## src/rtl/tetris_pkg.sv

```systemverilog
// Shared widths, line-count clamp and bump FSM encoding for the gravity/bump logic.
package tetris_pkg;

  localparam int GS_W    = 24;
  localparam int LINES_W = 3;
  localparam logic [LINES_W-1:0] MAX_LINES = 3'd4;

  localparam logic [1:0] ST_IDLE = 2'd0;
  localparam logic [1:0] ST_FIRE = 2'd1;
  localparam logic [1:0] ST_GAP  = 2'd2;

  typedef enum logic [1:0] {
    IDLE = ST_IDLE,
    FIRE = ST_FIRE,
    GAP  = ST_GAP
  } bump_state_t;

  function automatic logic [LINES_W-1:0] clamp_lines(input logic [LINES_W-1:0] n);
    return (n > MAX_LINES) ? MAX_LINES : n;
  endfunction

endpackage

```

## src/rtl/bump_serializer.sv

```systemverilog
// Queues cleared lines and replays them as single-cycle bump pulses, BUMP_GAP+2 clocks apart.
// pause holds the train in IDLE/GAP; a FIRE cycle always completes.
module bump_serializer
  import tetris_pkg::*;
#(
  parameter int PEND_W   = 4,
  parameter int BUMP_GAP = 4
) (
  input  logic               clk_25_175,
  input  logic               reset,
  input  logic               pause,
  input  logic               lines_valid,
  input  logic [LINES_W-1:0] lines_cleared,
  output logic               bump,
  output logic [PEND_W-1:0]  bump_pending,
  output logic               overflow
);

  localparam int SUM_W = PEND_W + 2;
  localparam int GAP_W = (BUMP_GAP > 1) ? $clog2(BUMP_GAP) : 1;
  localparam logic [SUM_W-1:0] PEND_MAX = SUM_W'((1 << PEND_W) - 1);
  localparam logic [GAP_W-1:0] GAP_LAST = GAP_W'(BUMP_GAP - 1);

  bump_state_t       state;
  logic [PEND_W-1:0] pending;
  logic [GAP_W-1:0]  gap_cnt;
  logic              fire;
  logic [SUM_W-1:0]  sum;

  // The decrement lands on the same edge that raises bump, so bump_pending
  // already excludes the pulse currently on the wire.
  always_comb begin
    fire = (state == IDLE) && (pending != '0) && !pause;
    sum  = SUM_W'(pending)
         + (lines_valid ? SUM_W'(clamp_lines(lines_cleared)) : SUM_W'(0))
         - (fire ? SUM_W'(1) : SUM_W'(0));
  end

  always_ff @(posedge clk_25_175 or posedge reset) begin
    if (reset) begin
      state    <= IDLE;
      pending  <= '0;
      gap_cnt  <= '0;
      bump     <= 1'b0;
      overflow <= 1'b0;
    end else begin
      if (sum > PEND_MAX) begin
        pending  <= PEND_MAX[PEND_W-1:0];
        overflow <= 1'b1;
      end else begin
        pending <= sum[PEND_W-1:0];
      end
      bump <= fire;
      case (state)
        IDLE: if (fire) state <= FIRE;
        FIRE: begin
          state   <= GAP;
          gap_cnt <= '0;
        end
        GAP: if (!pause) begin
          if (gap_cnt == GAP_LAST) state <= IDLE;
          else                     gap_cnt <= gap_cnt + 1'b1;
        end
        default: state <= IDLE;
      endcase
    end
  end

  assign bump_pending = pending;

endmodule

```

## src/rtl/gravity_ticker.sv

```systemverilog
// Gravity timer emitting a drop_tick every effective period, plus the paced line-clear bump train.
// Period changes apply one cycle later; drop_tick and bump are registered and independent.
module gravity_ticker
  import tetris_pkg::*;
#(
  parameter int              SOFT_SHIFT = 4,
  parameter logic [GS_W-1:0] MIN_PERIOD = 24'd25175,
  parameter int              BUMP_GAP   = 4,
  parameter int              PEND_W     = 4
) (
  input  logic               clk_25_175,
  input  logic               reset,
  input  logic [GS_W-1:0]    gamespeed,
  input  logic               pause,
  input  logic               soft_drop,
  input  logic               piece_locked,
  input  logic               lines_valid,
  input  logic [LINES_W-1:0] lines_cleared,
  output logic               drop_tick,
  output logic               bump,
  output logic [PEND_W-1:0]  bump_pending,
  output logic               overflow
);

  logic [GS_W-1:0] sel_period;
  logic [GS_W-1:0] period;
  logic [GS_W-1:0] counter;

  always_comb begin
    sel_period = soft_drop ? (gamespeed >> SOFT_SHIFT) : gamespeed;
    if (sel_period < MIN_PERIOD) sel_period = MIN_PERIOD;
  end

  // >= rather than == lets a shrinking period fire at once instead of wrapping.
  always_ff @(posedge clk_25_175 or posedge reset) begin
    if (reset) begin
      period    <= MIN_PERIOD;
      counter   <= '0;
      drop_tick <= 1'b0;
    end else begin
      period <= sel_period;
      if (piece_locked) begin
        counter   <= '0;
        drop_tick <= 1'b0;
      end else if (pause) begin
        drop_tick <= 1'b0;
      end else if (counter >= period - GS_W'(1)) begin
        counter   <= '0;
        drop_tick <= 1'b1;
      end else begin
        counter   <= counter + GS_W'(1);
        drop_tick <= 1'b0;
      end
    end
  end

  bump_serializer #(
    .PEND_W   (PEND_W),
    .BUMP_GAP (BUMP_GAP)
  ) u_bump_serializer (
    .clk_25_175    (clk_25_175),
    .reset         (reset),
    .pause         (pause),
    .lines_valid   (lines_valid),
    .lines_cleared (lines_cleared),
    .bump          (bump),
    .bump_pending  (bump_pending),
    .overflow      (overflow)
  );

endmodule
```

## config.mk

```make
export PLATFORM = sky130hd
export DESIGN_NAME = gravity_ticker
export DESIGN_NICKNAME = d
export VERILOG_FILES = /design/src/rtl/tetris_pkg.sv /design/src/rtl/bump_serializer.sv /design/src/rtl/gravity_ticker.sv
export SDC_FILE = /design/constraint.sdc
export NUM_CORES = 1
export LEC_CHECK = 0
export CORE_MARGIN = 2
export CORE_UTILIZATION = 43
export CTS_BUF_LIST = sky130_fd_sc_hd__clkbuf_4 sky130_fd_sc_hd__clkbuf_8
export CTS_CLUSTER_DIAMETER = 100
export CTS_CLUSTER_SIZE = 12
export DETAILED_ROUTE_END_ITERATION = 10
export DONT_BUFFER_PORTS = 1
export SYNTH_ARGS = -nofsm -noshare
export SYNTH_HDL_FRONTEND = slang
export SYNTH_HIERARCHICAL = 1
export SYNTH_SLANG_ARGS = --single-unit
```

## constraint.sdc

```tcl
create_clock -name clk_25_175 -period 4.6 [get_ports clk_25_175]
set_clock_uncertainty 0.05 [all_clocks]
set_input_delay 1.15 -clock clk_25_175 [delete_from_list [all_inputs] [get_ports clk_25_175]]
set_output_delay 1.15 -clock clk_25_175 [all_outputs]
set_load 0.03 [all_outputs]
```

==> impl_metrics.env, run 1 <==
export IMPL_cts_setup_buffers=0
export IMPL_path_max_fanout=20
export IMPL_gp_congestion=0.811
export IMPL_async_flop_share_pct=100
export IMPL_setup_worst_path_start="period[5]$_DFF_PP0_"
export IMPL_cp_num_buf_inv=1
export IMPL_finalCritPeriodShare_pct=88.9
export IMPL_drc=0
export IMPL_fin_nets=535
export IMPL_hp_start="u_bump_serializer/gap_cnt[1]$_DFFE_PP0P_"
export IMPL_reg2reg_depth=14
export IMPL_initial_core_util_pct=43.5
export IMPL_clk_latency_ps=340
export IMPL_drive_gt1_share_pct=9.98
export IMPL_path_clk_slew_ps=60
export IMPL_hold_class="reg2reg"
export IMPL_synth_avg_cell_area_um2=8.91
export IMPL_reg2reg_from="period[5]$_DFF_PP0_"
export IMPL_grt_max_degree=54
export IMPL_synth_seq_cells=59
export IMPL_cts_max_level=3
export IMPL_synth_nets=540
export IMPL_grt_ovfl_total=0
export IMPL_vias_per_cell=5.67
export IMPL_dieHeight_um=103
export IMPL_cts_resized=0
export IMPL_path_delay_family="simple AND/OR/NAND/NOR gates"
export IMPL_cts_root_buf="clkbuf_8"
export IMPL_critical_path_startpoint_type="flip-flop"
export IMPL_grt_pass1_wl_um=15100
export IMPL_grt_usage_pct=17.9
export IMPL_multi_input_area_um2=2560
export IMPL_io_buffers=0
export IMPL_critPathCaptureType="flip-flop"
export IMPL_whs_endpoint="u_bump_serializer/gap_cnt[1]$_DFFE_PP0P_"
export IMPL_drv_slew=0
export IMPL_setup_viol=0
export IMPL_fillers=976
export IMPL_area_growth_pct=6.80
export IMPL_finalHoldViolations=0
export IMPL_drtIter0Drc=120
export IMPL_worstPathRequired_ps=4770
export IMPL_io_pins=40
export IMPL_tightest_slew_ps=1000
export IMPL_wl_um=8600
export IMPL_syn_inst=471
export IMPL_final_cell_mix="52 x nand2_1, 51 x dfrtp_1, 35 x ha_1"
export IMPL_drtPass1Iterations=6
export IMPL_ir_drop_mv=0.226
export IMPL_utilization_pct=46.5
export IMPL_dieArea_um2=10600
export IMPL_design_core_area_um2=9640
export IMPL_cts_buffers_inserted=9
export IMPL_tns_ps=0
export IMPL_ctsLongestPathBuffers=2
export IMPL_antenna_diode_count=0
export IMPL_cp_cell_sequence="nor4_2 -> nand2_1 -> or4_4 -> or3_4 -> nor4_4 -> xnor2_1 -> ha_1 -> nand4_1 -> nor4_1 -> nand2_1 -> and4_1 -> buf_4 -> a32oi_1 -> a21oi_1"
export IMPL_max_stage_delay_ps=450
export IMPL_status="finished, final reports clean"
export IMPL_cts_tree="yes"
export IMPL_synth_edf_count=0
export IMPL_postCtsHoldBufs=0
export IMPL_wl_per_cell_um=14.2
export IMPL_final_min_clock_period_ps=4090
export IMPL_grt_pass1_vias=3336
export IMPL_vias=3423
export IMPL_critPathSlowestCell="or4_4"
export IMPL_p_leak_nw=1.83
export IMPL_antenna_left=0
export IMPL_die_w_um=103
export IMPL_reg2reg_to="counter[11]$_DFFE_PP0P_"
export IMPL_max_cap_viol_count=0
export IMPL_yosysSeqAreaShare_pct=35.4
export IMPL_final_common_cell="nand2_1"
export IMPL_crit_type="reg2reg"
export IMPL_pwr_density_cell_nw_per_um2=311
export IMPL_netlist_area_um2=4200
export IMPL_cts_sinks=59
export IMPL_max_slew_margin_rel_pct=33.1
export IMPL_ys_types=57
export IMPL_std_cell_rows=36
export IMPL_dp_hpwl_um=6340
export IMPL_antenna_found_initial=0
export IMPL_max_freq_mhz=244
export IMPL_cp_common_cell="nand2_1"
export IMPL_synth_ff_type="dfrtp_1"
export IMPL_synth_warnings=6
export IMPL_hold_path_depth=1
export IMPL_holdWs_ps=502
export IMPL_regToRegSetupSlack_ps=510
export IMPL_cp_data_arrival_time_ps=4260
export IMPL_regArea_um2=1490
export IMPL_grt_setup_unrepaired="no"
-- how the worst max path moves through the flow --
stage / endpoint / slack [ps] / cells after the start
after floorplan: counter[3]$_DFFE_PP0P_ / 860 / 15
after global placement: counter[11]$_DFFE_PP0P_ / 570 / 14
after detailed placement: counter[11]$_DFFE_PP0P_ / 470 / 14
after CTS: counter[11]$_DFFE_PP0P_ / 480 / 14
after global routing: counter[11]$_DFFE_PP0P_ / 10 / 14
final: counter[11]$_DFFE_PP0P_ / 510 / 14
-- state kept, by name, indices dropped and copies added (netlist names) --
| signal | count |
|---|---|
| counter | 24 |
| period | 24 |
| u_bump_serializer/bump | 1 |
| u_bump_serializer/bump_pending | 4 |
| drop_tick | 1 |
| u_bump_serializer/overflow | 1 |
| u_bump_serializer/gap_cnt | 2 |
| u_bump_serializer/state | 2 |
-- power by group --
group / switching [mW] / internal (mW) / total (mW)
registers: 0.0885 / 0.574 / 0.662
logic: 0.163 / 0.155 / 0.318
clock network: 0.196 / 0.217 / 0.413
-- cell usage after synthesis, types with 14 or more instances --
cell type | number | area, µm²
nand2_1 | 52 | 195
dfrtp_1 | 51 | 1280
ha_1 | 35 | 438
nor2_1 | 33 | 124
a21oi_1 | 25 | 125
nand3_1 | 22 | 110
inv_1 | 21 | 78.8
nand4_1 | 17 | 106
nor3_1 | 16 | 80.1
clkbuf_1 | 14 | 52.6
nor4_1 | 14 | 87.6
xnor2_1 | 14 | 123
-- routing by layer --
layer | global-route usage (%) | part of all wire (%) | up-vias
met3 | 4.41 | 4.2 | 11
met4 | 6.78 | 2.3 | 0
met1 | 24.1 | 49 | 1611
met5 | 0 | 0 | -
met2 | 27.9 | 45 | 63
li1 | - | - | 1738
-- worst register-to-register path: stages, from the launching register on --
cell     delay (ps)
dfrtp_1         390
nor4_2          300
nand2_1         140
or4_4           450
or3_4           420
nor4_4          240
xnor2_1          90
ha_1            290
nand4_1         150
nor4_1          380
nand2_1          80
and4_1          450
buf_4           290
a32oi_1         190
a21oi_1          80
-- area by class of cell --
class                           instances  area share, %
Inverter                               21           1.76
Clock inverter                          3          0.335
Timing Repair Buffer                    3          0.502
Multi-Input combinational cell        372           57.1
Clock buffer                           13           3.43
Tap cell                              133           3.71
Sequential cell                        59           33.2
-- cells by family after synthesis --
| family | after synthesis | synth area share (%) |
|---|---|---|
| AND/OR/NAND/NOR | 206 | 26.7 |
| AO/OA/AOI/OAI | 88 | 13.9 |
| adder cells (fa/ha/maj) | 36 | 10.9 |
| flip-flops | 59 | 35.4 |
| XOR/XNOR | 23 | 4.80 |
| multiplexers | 19 | 4.71 |
| buffers and inverters | 40 | 3.61 |
-- per-stage QoR --
stage | instance area, µm² | worst slack [ps] | total power [mW] | cells
global route | 4480 | 10.6 | 1.48 | 604
CTS | 4480 | 475 | 1.41 | 604
global placement | 4310 | 571 | 0.975 | 588
finish | 4480 | 510 | 1.39 | 604
detailed placement | 4310 | 470 | 0.992 | 588
floorplan | 4200 | 865 | 0.931 | 471
Note: power is estimated with default switching activity, not from simulation.
==> run 2, diff against run 1 <==
--- a/config.mk
+++ b/config.mk
@@ -5,7 +5,7 @@
 export SDC_FILE = /design/constraint.sdc
 export NUM_CORES = 1
 export LEC_CHECK = 0
-export CORE_MARGIN = 2
+export CORE_MARGIN = 5
 export CORE_UTILIZATION = 43
 export CTS_BUF_LIST = sky130_fd_sc_hd__clkbuf_4 sky130_fd_sc_hd__clkbuf_8
 export CTS_CLUSTER_DIAMETER = 100
==> impl_metrics.env, run 2 (synthesis results as in run 1) <==
export IMPL_dp_hpwl_um=6320
export IMPL_holdWs_ps=500
export IMPL_vias_per_cell=5.57
export IMPL_grt_pass1_wl_um=14900
export IMPL_grt_usage_pct=15.7
export IMPL_dieArea_um2=11800
export IMPL_finalHoldViolations=0
export IMPL_regArea_um2=1490
export IMPL_die_w_um=109
export IMPL_cts_max_level=3
export IMPL_place_area_um2=4310
export IMPL_cp_num_buf_inv=1
export IMPL_cp_data_arrival_time_ps=4220
export IMPL_design_core_area_um2=9640
export IMPL_cts_resized=0
export IMPL_clk_latency_ps=350
export IMPL_cp_common_cell="nand2_1"
export IMPL_drtPass1Iterations=4
export IMPL_postCtsHoldBufs=0
export IMPL_max_cap_viol_count=0
export IMPL_antenna_found_initial=0
export IMPL_grt_setup_unrepaired="no"
export IMPL_critPathSlowestCell="or4_4"
export IMPL_status="finished, final reports clean"
export IMPL_tns_ps=0
export IMPL_final_cell_mix="52 x nand2_1, 51 x dfrtp_1, 35 x ha_1"
export IMPL_cts_setup_buffers=0
export IMPL_gp_congestion=0.864
export IMPL_ir_drop_mv=0.161
export IMPL_path_max_fanout=13
export IMPL_pwr_density_cell_nw_per_um2=315
export IMPL_crit_type="reg2reg"
export IMPL_wl_per_cell_um=14.2
export IMPL_max_freq_mhz=248
export IMPL_worstPathRequired_ps=4780
export IMPL_utilization_pct=46.7
export IMPL_multi_input_area_um2=2560
export IMPL_io_buffers=0
export IMPL_drtIter0Drc=163
export IMPL_final_area_um2=4500
export IMPL_max_slew_margin_rel_pct=33.9
export IMPL_grt_pass1_vias=3244
export IMPL_finalPower_mw=1.42
export IMPL_cts_tree="yes"
export IMPL_final_min_clock_period_ps=4030
export IMPL_path_delay_family="simple AND/OR/NAND/NOR gates"
export IMPL_drive_gt1_share_pct=9.98
export IMPL_grt_ovfl_total=0
export IMPL_area_growth_pct=7.15
export IMPL_cp_cell_sequence="nor4_2 -> nand2_1 -> or4_4 -> or3_4 -> nor4_4 -> xnor2_1 -> ha_1 -> nand4_1 -> nor4_1 -> nand2_1 -> and4_1 -> buf_4 -> a32oi_1 -> a21oi_1"
export IMPL_grt_max_degree=54
export IMPL_initial_core_util_pct=43.5
export IMPL_antenna_left=0
export IMPL_fillers=963
export IMPL_tightest_slew_ps=990
export IMPL_finalCritPeriodShare_pct=87.7
export IMPL_std_cell_rows=36
export IMPL_setup_viol=0
export IMPL_p_leak_nw=1.84
export IMPL_path_clk_slew_ps=70
export IMPL_hold_class="reg2reg"
export IMPL_max_stage_delay_ps=460
export IMPL_wl_um=8590
export IMPL_io_pins=40
export IMPL_regToRegSetupSlack_ps=570
export IMPL_critical_path_startpoint_type="flip-flop"
export IMPL_vias=3364
export IMPL_final_common_cell="nand2_1"
export IMPL_drv_slew=0
export IMPL_dieHeight_um=109
export IMPL_drc=0
export IMPL_critPathCaptureType="flip-flop"
export IMPL_cts_sinks=59
export IMPL_ctsLongestPathBuffers=2
export IMPL_cts_buffers_inserted=9
export IMPL_antenna_diode_count=0
export IMPL_fin_nets=535
export IMPL_cts_root_buf="clkbuf_8"
## run 2: changes by cell type in the layout (fill, tap and decap cells not counted)
cell / before / now
clkbuf_4: 4 / 3
clkbuf_8: 9 / 11
clkinv_2: 3 / 2
## run 2: final cells by class
cell class	instances	area share, %
clock buffer	14	3.87
clock inverter	2	0.223
timing repair buffer	3	0.501
multi-input combinational	372	56.9
sequential	59	33.0
tap	133	3.70
inverter	21	1.75
## run 2: layer usage
layer	GRT usage (%)	vias to the layer above	share of wire, %
li1	-	1729	-
met1	20.4	1559	48
met2	24.4	65	45
met3	4.09	11	5.2
met4	7.66	0	2.0
met5	0	-	0
## run 2: per-stage QoR
step | worst slack (ps) | std cells
after floorplan | 865 | 471
after global placement | 665 | 588
after detailed placement | 583 | 588
after CTS | 575 | 604
after global routing | 327 | 604
final | 568 | 604
## run 2: final timing paths
path,endpoint,start,depth (start not counted)
worst max-delay path,counter[10]$_DFFE_PP0P_,period[5]$_DFF_PP0_,14
worst min register to register,u_bump_serializer/gap_cnt[1]$_DFFE_PP0P_,u_bump_serializer/gap_cnt[1]$_DFFE_PP0P_,1
worst max register to register,counter[10]$_DFFE_PP0P_,period[5]$_DFF_PP0_,14
max in group asynchronous,period[20]$_DFF_PP0_,reset,1
min in group asynchronous,u_bump_serializer/bump_pending[1]$_DFF_PP0_,reset,1
worst min-delay path,u_bump_serializer/gap_cnt[1]$_DFFE_PP0P_,u_bump_serializer/gap_cnt[1]$_DFFE_PP0P_,1
## run 2: report_power, final
| part | switching, mW | internal (mW) | total (mW) | leakage (nW) |
|---|---|---|---|---|
| clock | 0.197 | 0.241 | 0.438 | 0.101 |
| combinational | 0.160 | 0.154 | 0.315 | 0.999 |
| sequential | 0.0896 | 0.574 | 0.663 | 0.737 |
